--- config.mk ---
export PLATFORM = sky130hd
export DESIGN_NAME = lzd_share_arbiter
export DESIGN_NICKNAME = d
export VERILOG_FILES = /design/src/rtl/lzd_share_arbiter.sv
export SDC_FILE = /design/constraint.sdc
export NUM_CORES = 1
export LEC_CHECK = 0
export BUFFER_PORTS_ARGS = -buffer_cell sky130_fd_sc_hd__clkbuf_2
export CAP_MARGIN = 10
export CORE_UTILIZATION = 53
export CTS_CLUSTER_SIZE = 25
export DETAILED_ROUTE_END_ITERATION = 10
export GPL_ROUTABILITY_DRIVEN = 1
export GPL_TIMING_DRIVEN = 0
export PLACE_DENSITY = 0.8
export SYNTH_ARGS = -nofsm -noshare
export SYNTH_HDL_FRONTEND = slang
export SYNTH_SLANG_ARGS = --single-unit
export TNS_END_PERCENT = 5
--- constraint.sdc ---
create_clock -name clk -period 11.9 [get_ports clk]
set_input_delay 0 -clock clk [delete_from_list [all_inputs] [get_ports clk]]
set_output_delay 0 -clock clk [all_outputs]
set_load 0.01 [all_outputs]
--- src/rtl/lzd_share_arbiter.sv ---
// lzd_share_arbiter: one registered leading-zero-count stage shared by NUM_REQ
// valid/ready requesters. Grants one word per cycle and returns
// {requester id, leading-zero count, all-zero flag} on a valid/ready
// response port with backpressure and full throughput.
//
// Build option LZD_SHARE_FIXED_PRIO_EN: when defined, the lowest valid index
// always wins and no round-robin pointer exists. When undefined (default),
// the search is round-robin starting at rr_ptr.
module lzd_share_arbiter #(
  parameter int DATA_WIDTH = 16,
  parameter int NUM_REQ    = 4
) (
  input  logic                              clk,
  input  logic                              rst_n,
  input  logic [NUM_REQ-1:0]                req_valid,
  output logic [NUM_REQ-1:0]                req_ready,
  input  logic [NUM_REQ*DATA_WIDTH-1:0]     req_data,
  output logic                              rsp_valid,
  input  logic                              rsp_ready,
  output logic [$clog2(NUM_REQ)-1:0]        rsp_id,
  output logic [$clog2(DATA_WIDTH):0]       rsp_count,
  output logic                              rsp_zero
);

  localparam int IW = $clog2(NUM_REQ);
  localparam int CW = $clog2(DATA_WIDTH) + 1;

  // Count of consecutive zeros from the MSB; an all-zero word yields DATA_WIDTH.
  function automatic logic [CW-1:0] lzc(input logic [DATA_WIDTH-1:0] w);
    logic [CW-1:0] n;
    logic          hit;
    n   = '0;
    hit = 1'b0;
    for (int i = DATA_WIDTH - 1; i >= 0; i--) begin
      if (w[i]) hit = 1'b1;
      else if (!hit) n = n + CW'(1);
    end
    return n;
  endfunction

  logic                  stage_free;
  logic                  found_p0;
  logic                  accept_p0;
  logic [IW-1:0]         gnt_p0;
  logic [DATA_WIDTH-1:0] word_p0;
  logic [CW-1:0]         cnt_p0;
  logic                  zero_p0;

  logic                  vld_p1;
  logic [IW-1:0]         id_p1;
  logic [CW-1:0]         cnt_p1;
  logic                  zero_p1;

`ifndef LZD_SHARE_FIXED_PRIO_EN
  logic [IW-1:0]         rr_ptr;
`endif

  // ---- stage p0: arbitration and combinational count of the granted word ----
  // Grant search; req_ready is built only from req_valid, rsp_ready, reset and
  // state. Gating with rst_n keeps req_ready low while reset is held.
  always_comb begin
    int idx;
    idx        = 0;
    stage_free = rst_n && (!vld_p1 || rsp_ready);
    found_p0   = 1'b0;
    gnt_p0     = '0;
    word_p0    = '0;
    for (int k = 0; k < NUM_REQ; k++) begin
`ifdef LZD_SHARE_FIXED_PRIO_EN
      idx = k;
`else
      idx = int'(rr_ptr) + k;
      if (idx >= NUM_REQ) idx = idx - NUM_REQ;
`endif
      if (!found_p0 && req_valid[idx]) begin
        found_p0 = 1'b1;
        gnt_p0   = IW'(idx);
        word_p0  = req_data[idx*DATA_WIDTH +: DATA_WIDTH];
      end
    end
    accept_p0 = stage_free && found_p0;
    req_ready = '0;
    if (accept_p0) req_ready[gnt_p0] = 1'b1;
  end

  // Leading-zero count and all-zero flag of the granted word.
  always_comb begin
    cnt_p0  = lzc(word_p0);
    zero_p0 = ~|word_p0;
  end

  // ---- stage p1: result register ----
  // Load on accept (also when consuming the previous result); clear when consumed.
  always_ff @(posedge clk or negedge rst_n) begin
    if (!rst_n) begin
      vld_p1  <= 1'b0;
      id_p1   <= '0;
      cnt_p1  <= '0;
      zero_p1 <= 1'b0;
    end else if (accept_p0) begin
      vld_p1  <= 1'b1;
      id_p1   <= gnt_p0;
      cnt_p1  <= cnt_p0;
      zero_p1 <= zero_p0;
    end else if (rsp_ready) begin
      vld_p1  <= 1'b0;
    end
  end

`ifndef LZD_SHARE_FIXED_PRIO_EN
  // Round-robin pointer moves past the winner on accept; holds otherwise.
  always_ff @(posedge clk or negedge rst_n) begin
    if (!rst_n) begin
      rr_ptr <= '0;
    end else if (accept_p0) begin
      rr_ptr <= (int'(gnt_p0) == NUM_REQ - 1) ? '0 : gnt_p0 + IW'(1);
    end
  end
`endif

  assign rsp_valid = vld_p1;
  assign rsp_id    = id_p1;
  assign rsp_count = cnt_p1;
  assign rsp_zero  = zero_p1;

endmodule
# After elaboration in Yosys (flattened, before gate mapping)
# Cells that the tools add are included.
# W data, S select, Z words.
[word_totals]
wordCells = 137
inputBits = 71
regBits = 11
[op_classes]
magnitude_cmp = 10
shift = 4
n_reduce_logical = 14
mux = 80
eq_ne = 1
n_addsub = 23
[ops]
columns = ["op", "n"]
rows = [
  ["$shiftx A64 B32 Y16", 4],
  ["$mux W5", 30],
  ["$lt A32 B4 Y1 const B", 4],
  ["$mux W32", 4],
  ["$add A5 B1 Y5 const B", 15],
  ["$mux W16", 4],
  ["$mux W1", 31],
  ["$reduce_or A16 Y1", 1],
  ["$sub A3 B3 Y4 const B", 3],
  ["$mux W2", 5],
  ["$ge A3 B3 Y1 const B", 3],
  ["$bmux W1 S2", 4],
  ["$add A2 B2 Y3 const B", 2],
  ["$logic_and A1 B1 Y1", 6],
  ["$logic_not A1 Y1", 5],
  ["$mux W4", 1],
  ["$sub A2 B3 Y4 const B", 1],
  ["$add A2 B1 Y3 const B", 1],
  ["$ge A2 B3 Y1 const B", 1],
  ["$lt A2 B3 Y1 const B", 1],
  ["$add A2 B1 Y2 const B", 1],
  ["$demux W1 S2", 1],
  ["$eq A2 B1 Y1 const B", 1],
  ["$ge A2 B1 Y1 const B", 1],
  ["other kinds (2)", 2],
]

# Logic depth before layout (Yosys ltp)
# Gate-level depths: netlist of the first run.
[depth]
word_depth = 61
mapped_depth = 61
mapped_depth_nobuf = 50

# Least setup slack after synthesis of the first run
# Ideal clock, no wire load.
[synth_path]
kind = "flip-flop to flip-flop"
startpoint = "register rr_ptr[0]"
endpoint = "register cnt_p1[4] (netlist: rsp_count[4])"
path_buffers = 11
required_time_ps = 11829
t_arrival_ps = 12259
synth_period_minus_slack_ps = 12329
stages_incl_launch_ff = 62
setup_ps = 71
path_slack_ps = -429
cell_sequence = "dfrtp_1 > buf_6 > buf_6 > buf_6 > buf_6 > buf_4 > buf_4 > buf_6 > buf_4 > buf_2 > clkbuf_1 > inv_1 > ha_1 > mux4_2 > or2_0 > buf_2 > nor3_4 > nand2_1 > [... 26 more ...] > nand3_1 > o31ai_1 > ha_1 > nand2_1 > nand2_1 > o22a_1 > ha_1 > o21a_1 > ha_1 > mux2i_1 > nand2_1 > and2_1 > ha_1 > and2_1 > o211ai_1 > a21oi_4 > mux2_1 > nand4_1"
[synth_via]
elab_chain_cells = 61
elab_cells_between_ends = 107
[synth_rtl]
columns = ["element", "line_no", "text"]
rows = [
  ["start: declaration", "55", "logic [IW-1:0] rr_ptr;"],
  ["start signal: assignment", "116", "rr_ptr <= (int'(gnt_p0) == NUM_REQ - 1) ? '0 : gnt_p0 + IW'(1);"],
  ["parallel branches: the longest is 61 deep, another holds $add A5 B1 Y5", "n/a", ""],
  ["end signal: assignment", "103", "cnt_p1 <= cnt_p0;"],
  ["end: declaration", "51", "logic [CW-1:0] cnt_p1;"],
]
# Parallel ways; which one is timed is not known. The select of a mux whose other input is x is not followed.
# A chain may end at the register's enable or synchronous reset.

# Final worst setup path of the first run
# Ends and elaborated chain as after synthesis.

==> results of run 1 <==
state kept, by name (all words and copies together), names as in the netlist:
register   cells
rsp_count      5
rr_ptr         2
rsp_id         2
rsp_valid      1
rsp_zero       1
timing repair:
action / CTS / global route
hold buffers: 1 / 0
resized for setup: 19 / 22
cloned: 1 / 0
endpoints found under the setup margin: 4 / 4
setup buffers: 7 / 10
endpoints found under the hold margin: 11 / 0
pin swaps: 3 / 7
per-stage QoR:
| step | std cells | TNS (ns) |
|---|---|---|
| 2_1_floorplan | 498 | 0 |
| 3_3_place_gp | 686 | -3.62 |
| 3_5_place_dp | 686 | -4.93 |
| 4_1_cts | 695 | 0 |
| 5_1_grt | 704 | -0.0372 |
| 6_report | 704 | 0 |
cells by family after synthesis:
kind of cell | after synthesis | synth area share
compound gates | 138 | 0.216
xor+xnor | 8 | 0.0187
fa+ha+maj | 21 | 0.0587
buf+inv | 47 | 0.0567
flops | 11 | 0.0615
mux | 104 | 0.378
simple gates | 169 | 0.211
synthesized netlist by cell type (all sizes together), types with 3 or more instances:
cell / number
a21o: 4
a21oi: 27
a221oi: 3
a22o: 3
a22oi: 5
a31oi: 4
a32oi: 6
and2: 13
and3: 9
buf: 17
clkbuf: 15
dfrtp: 11
ha: 21
inv: 14
mux2: 9
mux2i: 44
mux4: 51
nand2: 47
nand2b: 8
nand3: 9
nand4: 5
nor2: 32
nor2b: 8
nor3: 12
nor3b: 3
nor4: 4
o2111ai: 3
o211a: 3
o211ai: 6
o21a: 6
o21ai: 27
o21bai: 3
o22ai: 14
o31ai: 5
or2: 9
or4: 3
xnor2: 5
worst max-delay path, delay by kind of cell, from the launching register on:
| family | cells | cell delay [ns] |
|---|---|---|
| AND/OR/NAND/NOR | 14 | 1.84 |
| buffers and inverters | 8 | 1.22 |
| flip-flops | 1 | 0.38 |
| AO/OA/AOI/OAI | 14 | 2.21 |
| adder cells (fa/ha/maj) | 13 | 3.88 |
| multiplexers | 7 | 1.76 |
worst paths after layout:
kind,startpoint,to,slack (ns),cells past startpoint
max,rr_ptr[0]$_DFFE_PN0P_,rsp_count[4]$_DFFE_PN0P_,0.53,56
min,rsp_ready,rsp_valid$_DFFE_PN0P_,0.08,3
max reg2reg,rr_ptr[0]$_DFFE_PN0P_,rsp_count[4]$_DFFE_PN0P_,0.53,56
min reg2reg,rsp_count[2]$_DFFE_PN0P_,rsp_count[2]$_DFFE_PN0P_,0.46,2
max in group asynchronous,rst_n,rr_ptr[1]$_DFFE_PN0P_,11.48,2
min in group asynchronous,rst_n,rsp_count[4]$_DFFE_PN0P_,0.17,2
final cells by class:
| class | instances | area share |
|---|---|---|
| buffer | 27 | 0.0418 |
| clock buffer | 4 | 0.00840 |
| inverter | 15 | 0.0110 |
| multi-input combinational | 440 | 0.754 |
| sequential | 11 | 0.0513 |
| tap | 105 | 0.0245 |
| timing repair buffer | 102 | 0.109 |
routing by layer:
metal | part of all wire | routed length (µm) | GRT usage | up-vias
met5 | 0 | 0 | 0 | -
met4 | 0.037 | 503 | 0.110 | 0
met3 | 0.080 | 1110 | 0.0445 | 68
met2 | 0.50 | 6890 | 0.554 | 277
met1 | 0.38 | 5270 | 0.378 | 2362
li1 | - | - | - | 2200
==> flow_summary.toml, run 1 <==
[run_status]
status = "finished, final reports clean"

[placement]
dpl.hpwl_um = 10400
gp_congestion = 1.00
io_buffers = 83
placed_area_um2 = 5040
dp_slack_ns = -1.56

[layout]
area_delta_synth_final_pct = 19.8
nets = 692
layout_common_cells = "clkbuf_2, mux4_2, nand2_1, mux2i_1, nor2_1"
seq_area_um2 = 275
fin_util = 0.656
final_common_cell = "clkbuf_2"
num_antenna_cells = 0
multiInputGateArea_um2 = 4040
drive_above_1_share = 0.364
stdcell_area_um2 = 5360
nFillCells = 652

[critical_path]
critPathRequiredTime_ns = 12.08
cp_max_fo = 20
cp-start-kind = "flip-flop"
cp_common_cell = "ha_1"
slowest_delay_ns = 0.57
critPathKind = "reg -> reg"
worst_path_max_delay_cell = "mux4_2"
cp.arrival_ns = 11.55
endpoint_kind = "flip-flop"

[clocking]
clk_path_buf_depth = 2
clk_latency_ns = 0.25
cts_made_buffers = 3
clk_pin_slew_worst_paths_ns = 0.05
cts_tree = "done"
cts_sinks = 11
cts_root_buf = "clkbuf_8"
htree_levels = 1

[die]
die_w_um = 93.9
initial_core_util = 0.547
coreArea_um2 = 8180
die_y_um = 93.9
rows = 33
ios = 84
dieArea_um2 = 8820

[global_routing]
grt_pass1_vias = 4511
grt_max_degree = 21
grt_remaining_overflow = 0
grt_usage = 0.310
grt_pass1_wl_um = 21600
antenna_found_initial = 0

[synth]
post_synth_inst_count = 498
synthTopCellsByArea = "mux4_2, mux2i_1, dfrtp_1, ha_1, nand2_1"
yosysSeqAreaShare = 0.0615
async_flop_share = 1.00
syn_area_um2 = 4480
yosys_register_bits = 11
yosysWarningCount = 0
synth_top_area_cell = "mux4_2"
syn_avg_cell_area_um2 = 8.99
synth_top_area_share = 0.257
syn_nets = 590
yosysUniqueCellTypes = 80
ys.flop_type = "dfrtp_1"
synth_edf_count = 0

[timing]
fin_crit_sh = 0.956
skew_ns = 0.00103
setup_viol = 0
drv_slew = 0
finalHoldViolCount = 0
relSlewSlack = 0.188
tightest_slew_ns = 1.22
setup_slack_ns = 0.525
period_minus_slack_ns = 11.37
max_freq_ghz = 0.0879
hold_slack_ns = 0.0793

[detailed_routing]
vias_per_cell = 6.97
vias = 4907
wl_per_cell_um = 19.6
dr.first_iter.drc_count = 361
drt-total-wl_um = 13800
dr.pass1.iters = 6
antenna_left = 0
drcViolationCount = 0

[hold_path]
hp-class = "in -> reg"

[run]
drv_cap = 0
Power of run 1 is left out: the tool's default activity adds up to more than one toggle a clock period on the data nets, which glitch-free logic cannot reach.
==> inputs of run 2 (changes only) <==
- HOLD_SLACK_MARGIN: unset -> 0.08
- SLEW_MARGIN: unset -> 20
==> run 2 against run 1 <==
Effect of this change: non-clock buffer count increased by 2; global-route usage is 0.12 points higher; hold slack improved by 0.10 ns; die area unchanged; worst setup slack worse by 0.022 ns; first-iteration DRC count grew 16%; critical path depth is the same; via count shrank 0.26%; design area up 0.30%; clock skew decreased by 0.00058 ns; maximum frequency is 0.19% lower; final cell count is 0.28% higher.
==> flow_summary.toml, run 2 (same netlist as run 1, synthesis figures left out) <==
[timing]
drv_slew = 0
tightest_slew_ns = 1.15
finalHoldViolCount = 0
setup_viol = 0
max_freq_ghz = 0.0877
relSlewSlack = 0.232
period_minus_slack_ns = 11.40
skew_ns = 0.000450
fin_crit_sh = 0.958

[critical_path]
critPathKind = "reg -> reg"
cp_common_cell = "ha_1"
cp.arrival_ns = 11.57
worst_path_max_delay_cell = "mux4_2"
slowest_delay_ns = 0.56
cp_max_fo = 20
cp-start-kind = "flip-flop"
cp.buffers_inverters = 8
endpoint_kind = "flip-flop"
critPathRequiredTime_ns = 12.07
crit_family = "adder cells"

[clocking]
clk_pin_slew_worst_paths_ns = 0.05
clk_path_buf_depth = 2
cts_made_buffers = 3
cts_root_buf = "clkbuf_8"
cts_tree = "done"
clk_latency_ns = 0.24
cts_sinks = 11
htree_levels = 1

[detailed_routing]
dr.pass1.iters = 7
drt-total-wl_um = 13700
vias = 4894
drcViolationCount = 0
antenna_left = 0
vias_per_cell = 6.93
dr.first_iter.drc_count = 420
wl_per_cell_um = 19.5

[die]
coreArea_um2 = 8180
dieArea_um2 = 8820
ios = 84
rows = 33
initial_core_util = 0.547
die_y_um = 93.9
die_w_um = 93.9

[global_routing]
grt_remaining_overflow = 0
antenna_found_initial = 0
grt_pass1_wl_um = 21700
grt_pass1_vias = 4547
grt_max_degree = 21
grt_usage = 0.311

[run]
drv_cap = 0

[layout]
layout_common_cells = "clkbuf_2, mux4_2, nand2_1, mux2i_1, nor2_1"
num_antenna_cells = 0
nFillCells = 651
stdcell_count = 706
area_delta_synth_final_pct = 20.2
drive_above_1_share = 0.364
largest_reg_flops = 5
final_common_cell = "clkbuf_2"
nets = 694

[hold_path]
hp-class = "in -> async"

[placement]
gp_congestion = 1.00
dpl.hpwl_um = 10400
dp_cells = 686
io_buffers = 83

[run_status]
status = "finished, final reports clean"
run 2: cell count changes in the layout (fill, tap and decap cells not counted), sizes merged:
cell,change
inv,-1
clkinv,+1
buf,+1
dlygate4sd3,+1
run 2: per-stage QoR:
stage	TNS [ns]	hold slack, ns	util	instance area (µm²)	setup slack [ns]
2_1_floorplan	0	-0.296	-	4500	0.00400
3_3_place_gp	-3.62	-0.107	0.617	5040	-1.22
3_5_place_dp	-4.93	-0.0949	0.617	5040	-1.56
4_1_cts	0	0.190	0.640	5240	0.0406
5_1_grt	-0.0515	0.214	0.658	5380	-0.0515
6_report	0	0.180	0.658	5380	0.503
run 2: timing repair:
item,in CTS,in global routing
hold buffers,2,0
buffers inserted,7,11
pin swaps,3,7
gates cloned,1,0
resized for setup,19,21
hold endpoints to repair,12,0
endpoints found under the setup margin,4,4
run 2: area by class of cell:
class                      instances  area [µm²]  share of cell area
multi-input combinational        440        4040               0.752
timing repair buffer             104         603               0.112
sequential                        11         275              0.0512
buffer                            27         224              0.0416
tap                              105         131              0.0244
inverter                          15        57.6              0.0107
clock buffer                       4        45.0             0.00837
run 2: path summary, 6_finish.rpt:
check / from / to / slack [ns] / depth (start not counted)
worst max register to register: rr_ptr[0]$_DFFE_PN0P_ / rsp_count[4]$_DFFE_PN0P_ / 0.50 / 56
min in group clk: rsp_count[2]$_DFFE_PN0P_ / rsp_count[2]$_DFFE_PN0P_ / 0.46 / 2
worst min register to register: rsp_count[2]$_DFFE_PN0P_ / rsp_count[2]$_DFFE_PN0P_ / 0.46 / 2
worst max-delay path: rr_ptr[0]$_DFFE_PN0P_ / rsp_count[4]$_DFFE_PN0P_ / 0.50 / 56
max in group asynchronous: rst_n / rr_ptr[1]$_DFFE_PN0P_ / 11.48 / 2
worst min-delay path: rst_n / rsp_count[4]$_DFFE_PN0P_ / 0.18 / 2
run 2: routing by layer:
metal  routed length, µm  up-vias  global-route usage  share of wire
met5                   0        -                   0              0
met4                 501        0               0.118          0.036
met3                1200       55              0.0429          0.087
met2                6930      276               0.551           0.50
met1                5120     2359               0.381           0.37
li1                    -     2204                   -              -
Power of run 2 is left out for the same reason.
==> inputs of run 3 (changes only) <==
- CORE_UTILIZATION: 53 -> 30
- PLACE_DENSITY: 0.8 -> 0.5
==> run 3 against run 2 <==
Effect of this change: clock-buffer cell count is the same; register-to-register slack improved by 0.08 ns; critical path depth is 2 lower; design area grew 3.9%; maximum frequency up 0.69%; routed wire length rose by 6.0%; first-iteration DRC count decreased by 39%; via count shrank 5.3%; critical endpoint unchanged.
==> flow_summary.toml, run 3 (same netlist as run 1, synthesis figures left out) <==
[run_status]
status = "finished, final reports clean"

[clocking]
cts_sinks = 11
clk_latency_ns = 0.24
clk_pin_slew_worst_paths_ns = 0.04
cts_root_buf = "clkbuf_16"
htree_levels = 1
cts_tree = "done"
cts_made_buffers = 3
clk_path_buf_depth = 2

[layout]
layout_common_cells = "clkbuf_2, mux4_2, nand2_1, mux2i_1, nor2_1"
largest_reg_flops = 5
multiInputGateArea_um2 = 4050
seq_area_um2 = 275
stdcell_area_um2 = 5590
nets = 703
final_common_cell = "clkbuf_2"
nFillCells = 1520
drive_above_1_share = 0.377
area_delta_synth_final_pct = 24.9
num_antenna_cells = 0
stdcell_count = 794

[timing]
hold_slack_ns = 0.192
finalHoldViolCount = 0
skew_ns = 0.00265
max_freq_ghz = 0.0884
setup_slack_ns = 0.582
tightest_slew_ns = 0.766
period_minus_slack_ns = 11.32
fin_crit_sh = 0.951
drv_slew = 0
rsz0062_at_grt = "no"
relSlewSlack = 0.485
setup_viol = 0

[critical_path]
cp_common_cell = "ha_1"
worstSetupEndpoint = "rsp_count[4]$_DFFE_PN0P_"
r2r_start = "rr_ptr[1]$_DFFE_PN0P_"
crit_family = "adder cells"
startpoint = "rr_ptr[1]$_DFFE_PN0P_"
cp_num_cells = 54
critPathKind = "reg -> reg"
cp-start-kind = "flip-flop"
cp.buffers_inverters = 6
cp_max_fo = 11
rr_worst_depth = 54
critPathRequiredTime_ns = 12.07
r2r_setup_slack_ns = 0.58
worst_path_max_delay_cell = "mux4_2"
slowest_delay_ns = 0.58
r2r_end = "rsp_count[4]$_DFFE_PN0P_"
endpoint_kind = "flip-flop"
cp.arrival_ns = 11.49

[die]
die_w_um = 124
rows = 44
initial_core_util = 0.308
die_y_um = 124
dieArea_um2 = 15400
coreArea_um2 = 14500
ios = 84

[global_routing]
grt_max_degree = 20
grt_pass1_vias = 4335
antenna_found_initial = 0
grt_usage = 0.187
grt_remaining_overflow = 0
grt_pass1_wl_um = 22500

[detailed_routing]
dr.first_iter.drc_count = 257
vias_per_cell = 5.84
drt-total-wl_um = 14600
drcViolationCount = 0
antenna_left = 0
vias = 4636
dr.pass1.iters = 5
wl_per_cell_um = 18.4

[placement]
dp_slack_ns = -1.65
io_buffers = 83
dpl.hpwl_um = 11700
placed_area_um2 = 5150
dp_cells = 765
gp_congestion = 0.866

[hold_path]
hp-class = "in -> async"

[run]
drv_cap = 0
==> run 3: final cells by class <==
type / instances / share of cell area
multi-input combinational: 440 / 0.724
timing repair buffer: 113 / 0.120
sequential: 11 / 0.0493
tap: 184 / 0.0412
buffer: 27 / 0.0405
clock buffer: 4 / 0.0141
inverter: 15 / 0.0110
==> run 3: repair_timing <==
action	4_1_cts	5_1_grt
hold buffers	2	0
pin swaps	3	10
endpoints found under the setup margin	4	4
setup buffers	8	19
cloned	1	0
gates resized for setup	17	27
endpoints found under the hold margin	12	0
==> run 3: worst min path at each step <==
stage	startpoint	to	slack, ns	cells after the start
floorplan	rst_n	rr_ptr[0]$_DFFE_PN0P_	-0.30	0
global placement	rst_n	rsp_count[4]$_DFFE_PN0P_	-0.09	1
detailed placement	rst_n	rsp_count[4]$_DFFE_PN0P_	-0.08	1
CTS	rst_n	rsp_zero$_DFFE_PN0P_	0.21	2
global route	rst_n	rsp_zero$_DFFE_PN0P_	0.26	2
finish	rst_n	rsp_count[4]$_DFFE_PN0P_	0.19	2
==> run 3: metal layers <==
layer,global-route usage,wire [µm],up-vias
met5,0,0,-
met4,0.0313,233,0
met3,0.0174,531,14
met2,0.328,7430,122
met1,0.249,6390,2289
li1,-,-,2211
==> run 3: metrics by stage <==
stage	setup TNS, ns	util
finish	0	0.384
global route	0	0.384
CTS	0	0.369
detailed placement	-5.16	0.354
global placement	-4.47	0.354
floorplan	0	-
Power of run 3 is left out for the same reason.
